File: src/rtl/alu_req_arbiter.sv
// Round-robin arbiter sharing one combinational ALU between two requesters.
// Operands are registered on accept; the result is registered and held under valid/ready.
module alu_req_arbiter #(
  parameter int unsigned DATA_W = 8,
  parameter int unsigned CTRL_W = 4,
  parameter int unsigned CNT_W  = 16
) (
  input  logic              clk,
  input  logic              rst_n,
  input  logic              req0_valid,
  output logic              req0_ready,
  input  logic [CTRL_W-1:0] req0_ctrl,
  input  logic [DATA_W-1:0] req0_x,
  input  logic [DATA_W-1:0] req0_y,
  input  logic              req1_valid,
  output logic              req1_ready,
  input  logic [CTRL_W-1:0] req1_ctrl,
  input  logic [DATA_W-1:0] req1_x,
  input  logic [DATA_W-1:0] req1_y,
  output logic [CTRL_W-1:0] alu_ctrl,
  output logic [DATA_W-1:0] alu_x,
  output logic [DATA_W-1:0] alu_y,
  input  logic [DATA_W-1:0] alu_out,
  input  logic              alu_carry,
  output logic              rsp_valid,
  input  logic              rsp_ready,
  output logic              rsp_id,
  output logic [DATA_W-1:0] rsp_out,
  output logic              rsp_carry,
  output logic [CNT_W-1:0]  op_count
);

  localparam logic [1:0] IDLE = 2'd0;
  localparam logic [1:0] EXEC = 2'd1;
  localparam logic [1:0] HOLD = 2'd2;

  logic [1:0] state_q;
  logic [1:0] state_d;
  logic       rr_q;
  logic       grant_id_c;
  logic       accept_c;

  // Grant: lone valid requester wins; on a tie the one not served last wins.
  always_comb begin
    grant_id_c = 1'b0;
    if (req0_valid && req1_valid) begin
      grant_id_c = ~rr_q;
    end else if (req1_valid) begin
      grant_id_c = 1'b1;
    end
    accept_c = rst_n && (state_q == IDLE) && (req0_valid || req1_valid);
  end

  assign req0_ready = accept_c && !grant_id_c;
  assign req1_ready = accept_c && grant_id_c;

  always_ff @(posedge clk or negedge rst_n) begin
    if (!rst_n) begin
      state_q <= IDLE;
    end else begin
      state_q <= state_d;
    end
  end

  always_comb begin
    state_d = state_q;
    case (state_q)
      IDLE:    if (accept_c) state_d = EXEC;
      EXEC:    state_d = HOLD;
      HOLD:    if (rsp_ready) state_d = IDLE;
      default: state_d = IDLE;
    endcase
  end

  // Datapath: operand capture, result capture and consumption bookkeeping.
  always_ff @(posedge clk or negedge rst_n) begin
    if (!rst_n) begin
      rr_q      <= 1'b1;
      alu_ctrl  <= '0;
      alu_x     <= '0;
      alu_y     <= '0;
      rsp_valid <= 1'b0;
      rsp_id    <= 1'b0;
      rsp_out   <= '0;
      rsp_carry <= 1'b0;
      op_count  <= '0;
    end else begin
      case (state_q)
        IDLE: begin
          if (accept_c) begin
            alu_ctrl <= grant_id_c ? req1_ctrl : req0_ctrl;
            alu_x    <= grant_id_c ? req1_x : req0_x;
            alu_y    <= grant_id_c ? req1_y : req0_y;
            rsp_id   <= grant_id_c;
            rr_q     <= grant_id_c;
          end
        end
        EXEC: begin
          rsp_out   <= alu_out;
          rsp_carry <= alu_carry;
          rsp_valid <= 1'b1;
        end
        HOLD: begin
          if (rsp_ready) begin
            rsp_valid <= 1'b0;
            op_count  <= op_count + CNT_W'(1);
          end
        end
        default: begin
          rsp_valid <= 1'b0;
        end
      endcase
    end
  end

endmodule

File: config.mk
export PLATFORM = sky130hd
export DESIGN_NAME = alu_req_arbiter
export DESIGN_NICKNAME = d
export VERILOG_FILES = /design/src/rtl/alu_req_arbiter.sv
export SDC_FILE = /design/constraint.sdc
export NUM_CORES = 1
export LEC_CHECK = 0
export CAP_MARGIN = 0
export CORE_ASPECT_RATIO = 0.6
export CORE_MARGIN = 2
export CORE_UTILIZATION = 30
export CTS_CLUSTER_SIZE = 16
export DETAILED_ROUTE_END_ITERATION = 10
export PLACE_DENSITY = 0.59
export SLEW_MARGIN = 5
export SYNTH_ARGS = -nofsm -noshare
export SYNTH_HDL_FRONTEND = slang
export SYNTH_SLANG_ARGS = --single-unit
File: constraint.sdc
create_clock -name clk -period 1.91 [get_ports clk]
set_input_delay 0.4775 -clock clk [delete_from_list [all_inputs] [get_ports clk]]
set_output_delay 0.4775 -clock clk [all_outputs]
set_load 0.05 [all_outputs]
==> flow_metrics.tcl <==
set metrics [dict create \
    status "finished, final reports clean" \
    synth.most_common_cell "dfrtp_1" \
    grt-ovfl-total 0 \
    ff_latch_area_um2 1252 \
    hold_viol_final 0 \
    grt_pass1_wl_mm 8.956 \
    cp.required_ns 1.43 \
    area_growth_pct 58.60 \
    clk_pin_slew_ns 0.07 \
    finClkSkew_ns 0.005157 \
    antenna_cells 0 \
    crit_arrival_ns 1.39 \
    cts_max_path_buffers 2 \
    r2r_end "rsp_out[2]$_DFFE_PN0P_" \
    hold_class "input port to asynchronous set/reset pin" \
    antenna_found_initial 0 \
    drive_above_1_share_pct 32.16 \
    max-cap-violations 0 \
    yosysUniqueCellTypes 32 \
    placementRows 23 \
    final_nets 337 \
    syn_inst 168 \
    rsz0062_at_grt "false" \
    grt_max_degree 51 \
    via_per_inst 4.851 \
    synth_area_um2 2131 \
    peakVddDrop_mv 1.063 \
    synthTopCellsByCount "dfrtp_1 (49), inv_1 (23), a222oi_1 (20), xnor2_1 (11), mux2_2 (10)" \
    cpPeakStageDelay_ns 0.50 \
    cts-htree-levels 2 \
    first_pass_iters 5 \
    multi_input_area_um2 725.7 \
    r2r_slack_ns 0.41 \
    r2r-start "state_q[1]$_DFFE_PN0P_" \
    numPlacedInstances 362 \
    synthAdderAreaFrac_pct 0.5872 \
    wl_per_cell_um 15.18 \
    fillers 616 \
    clkLatencyLatePin_ns 0.28 \
    portBuffers 102 \
    post-route-drc-count 0 \
    clock_sinks 50 \
    crit_chain "clkdlybuf4s50_1 -> nand2b_1 -> and3_4 -> buf_12" \
    drtIter0Drc 151 \
    power.density_nw_per_um2 1590 \
    finalCritPeriodShare_pct 97.59 \
    grt_pass1_vias 1732 \
    dieArea_um2 7815 \
    p_leak_nw 1.645 \
    stdcell_count 370 \
    synth_top_family_by_area "compound AO/OA/AOI/OAI gates" \
    ios 103 \
    worstSetupStartpointType "input port" \
    synth_xor_area_share_pct 6.166 \
    min_period_ns 1.864 \
    p_total_w 0.005375 \
    synth_compound_area_share_pct 10.92 \
    synthSimpleGateAreaFrac_pct 10.86 \
    ys_seq_area_share_pct 58.78 \
    r2r_cells 3 \
    worst_path_max_delay_cell "clkdlybuf4s50_1" \
    yosysWarnings 0 \
    num_vias 1795 \
    dp_hpwl_mm 4.097 \
    cts_setup_buffers 0 \
    yosysTopAreaCell "dfrtp_1" \
    syn_area_per_cell_um2 12.68 \
    cts-root-buf "clkbuf_16" \
    synth_top_flop_cell "dfrtp_1" \
    whs_ns 0.3360 \
    cts_tree "done" \
    muxShareOfSynthArea_pct 5.285 \
    syn_nets 223 \
    core-area_um2 6763 \
    ant_nets 0 \
    ys_ff_latch 50 \
    fp.dieW_um 112.8 \
    critPathMaxFanout 3 \
    globalplace.congestion 0.7204 \
    maxSlewViolCount 0 \
    ys_top_cells_by_area "dfrtp_1 (58%), a222oi_1 (9.4%), mux2_2 (5.3%), xnor2_1 (4.5%), inv_1 (4.1%)" \
    start_util_pct 31.51 \
    final-setup-viol-count 0 \
    critical_path_class "input port to output port" \
    synth_top_area_share_pct 57.55 \
    ys_async_sr_fraction_pct 100.0 \
    maxClockFrequency_ghz 0.5365 \
    synth_edf_count 0 \
    worstMarginPinSlew_ns 0.6478 \
    grt_util_all_layers_pct 14.26 \
    cp-end-kind "output port" \
    die_y_um 69.28 \
    wl_mm 5.616 \
    cts_inserted_buffers 5 \
    slew_headroom_pct 56.81 \
]
## kinds of logic after synthesis
logic type                 count (synthesis)
AOI/OAI and AO/OA                         25
xor gates and xnor gates                  15
muxes                                     10
adders and majority gates                  1
DFF                                       50
buffers and inverters                     31
and+or+nand+nor                           36
## metrics by stage
stage	setup TNS (ns)	utilization (%)	instance area (um2)	setup WS, ns
5_1_grt	0	49.97	3379	0.01152
3_5_place_dp	-0.3335	47.51	3213	-0.05032
6_report	0	49.97	3379	0.04606
3_3_place_gp	-0.01969	47.51	3213	-0.01638
4_1_cts	0	49.97	3379	0.04273
2_1_floorplan	0	-	2131	0.2106
## repair_timing
| action | CTS | global route |
|---|---|---|
| hold buffers | 0 | 0 |
| setup endpoints to repair | 1 | 0 |
| gates resized for setup | 2 | 0 |
## registers in the layout, summed over array words and instances (netlist names), 2 cells and up
signal and count:
rsp_out 8, alu_ctrl 4, op_count 16, state_q 2
alu_x 8, alu_y 8
## layout make-up
type | instances | area share (%)
well taps | 87 | 3.221
repair buffers | 115 | 30.77
inverters | 23 | 2.555
flip-flops and latches | 50 | 37.06
multi-input cells | 87 | 21.47
clock buffers | 8 | 4.924
## report_power, final
group	leakage, nW	switching [W]	internal (W)
Clock	0.0832	0.000375	0.000593
Combinational	0.931	0.00177	0.000947
Sequential	0.630	0.000250	0.00144
Total	1.64	0.00239	0.00298
## cells in the final DEF (no fill, tap or decap), types with 2 or more instances in the layout
cell             count
a21o_1               2
clkbuf_16            5
a222oi_1            20
mux2_2              10
dfrtp_1             49
buf_12               4
nor2_1               4
nand2_1              8
clkdlybuf4s50_1     51
nand3_1              3
inv_1               23
nand4_1              6
xnor2_1             11
xor2_1               4
buf_4               58
clkbuf_8             3
## per-layer routing
layer / track usage (%) / vias to the layer above / share of wire [%]
li1: - / 834 / -
met1: 21.96 / 884 / 49
met2: 19.83 / 75 / 42
met3: 4.808 / 2 / 8.4
met4: 1.626 / 0 / 0.20
met5: 0 / - / 0
## how the worst max path moves through the flow
stage	start	end	slack, ns	cells after the start
after floorplan	op_count[0]$_DFFE_PN0P_	op_count[10]$_DFFE_PN0P_	0.21	5
after global placement	req1_valid	alu_y[5]$_DFFE_PN0P_	-0.02	6
after detailed placement	req1_valid	alu_x[2]$_DFFE_PN0P_	-0.05	6
after CTS	req1_valid	req0_ready	0.04	4
after global routing	state_q[0]$_DFFE_PN0P_	req1_ready	0.01	3
final	req1_valid	req0_ready	0.05	4
## critical path: cells and delay by family
| family | cells | cell delay [ns] |
|---|---|---|
| simple gates | 2 | 0.26 |
| buf+inv | 2 | 0.65 |
Note: power is estimated with default switching activity, not from simulation.
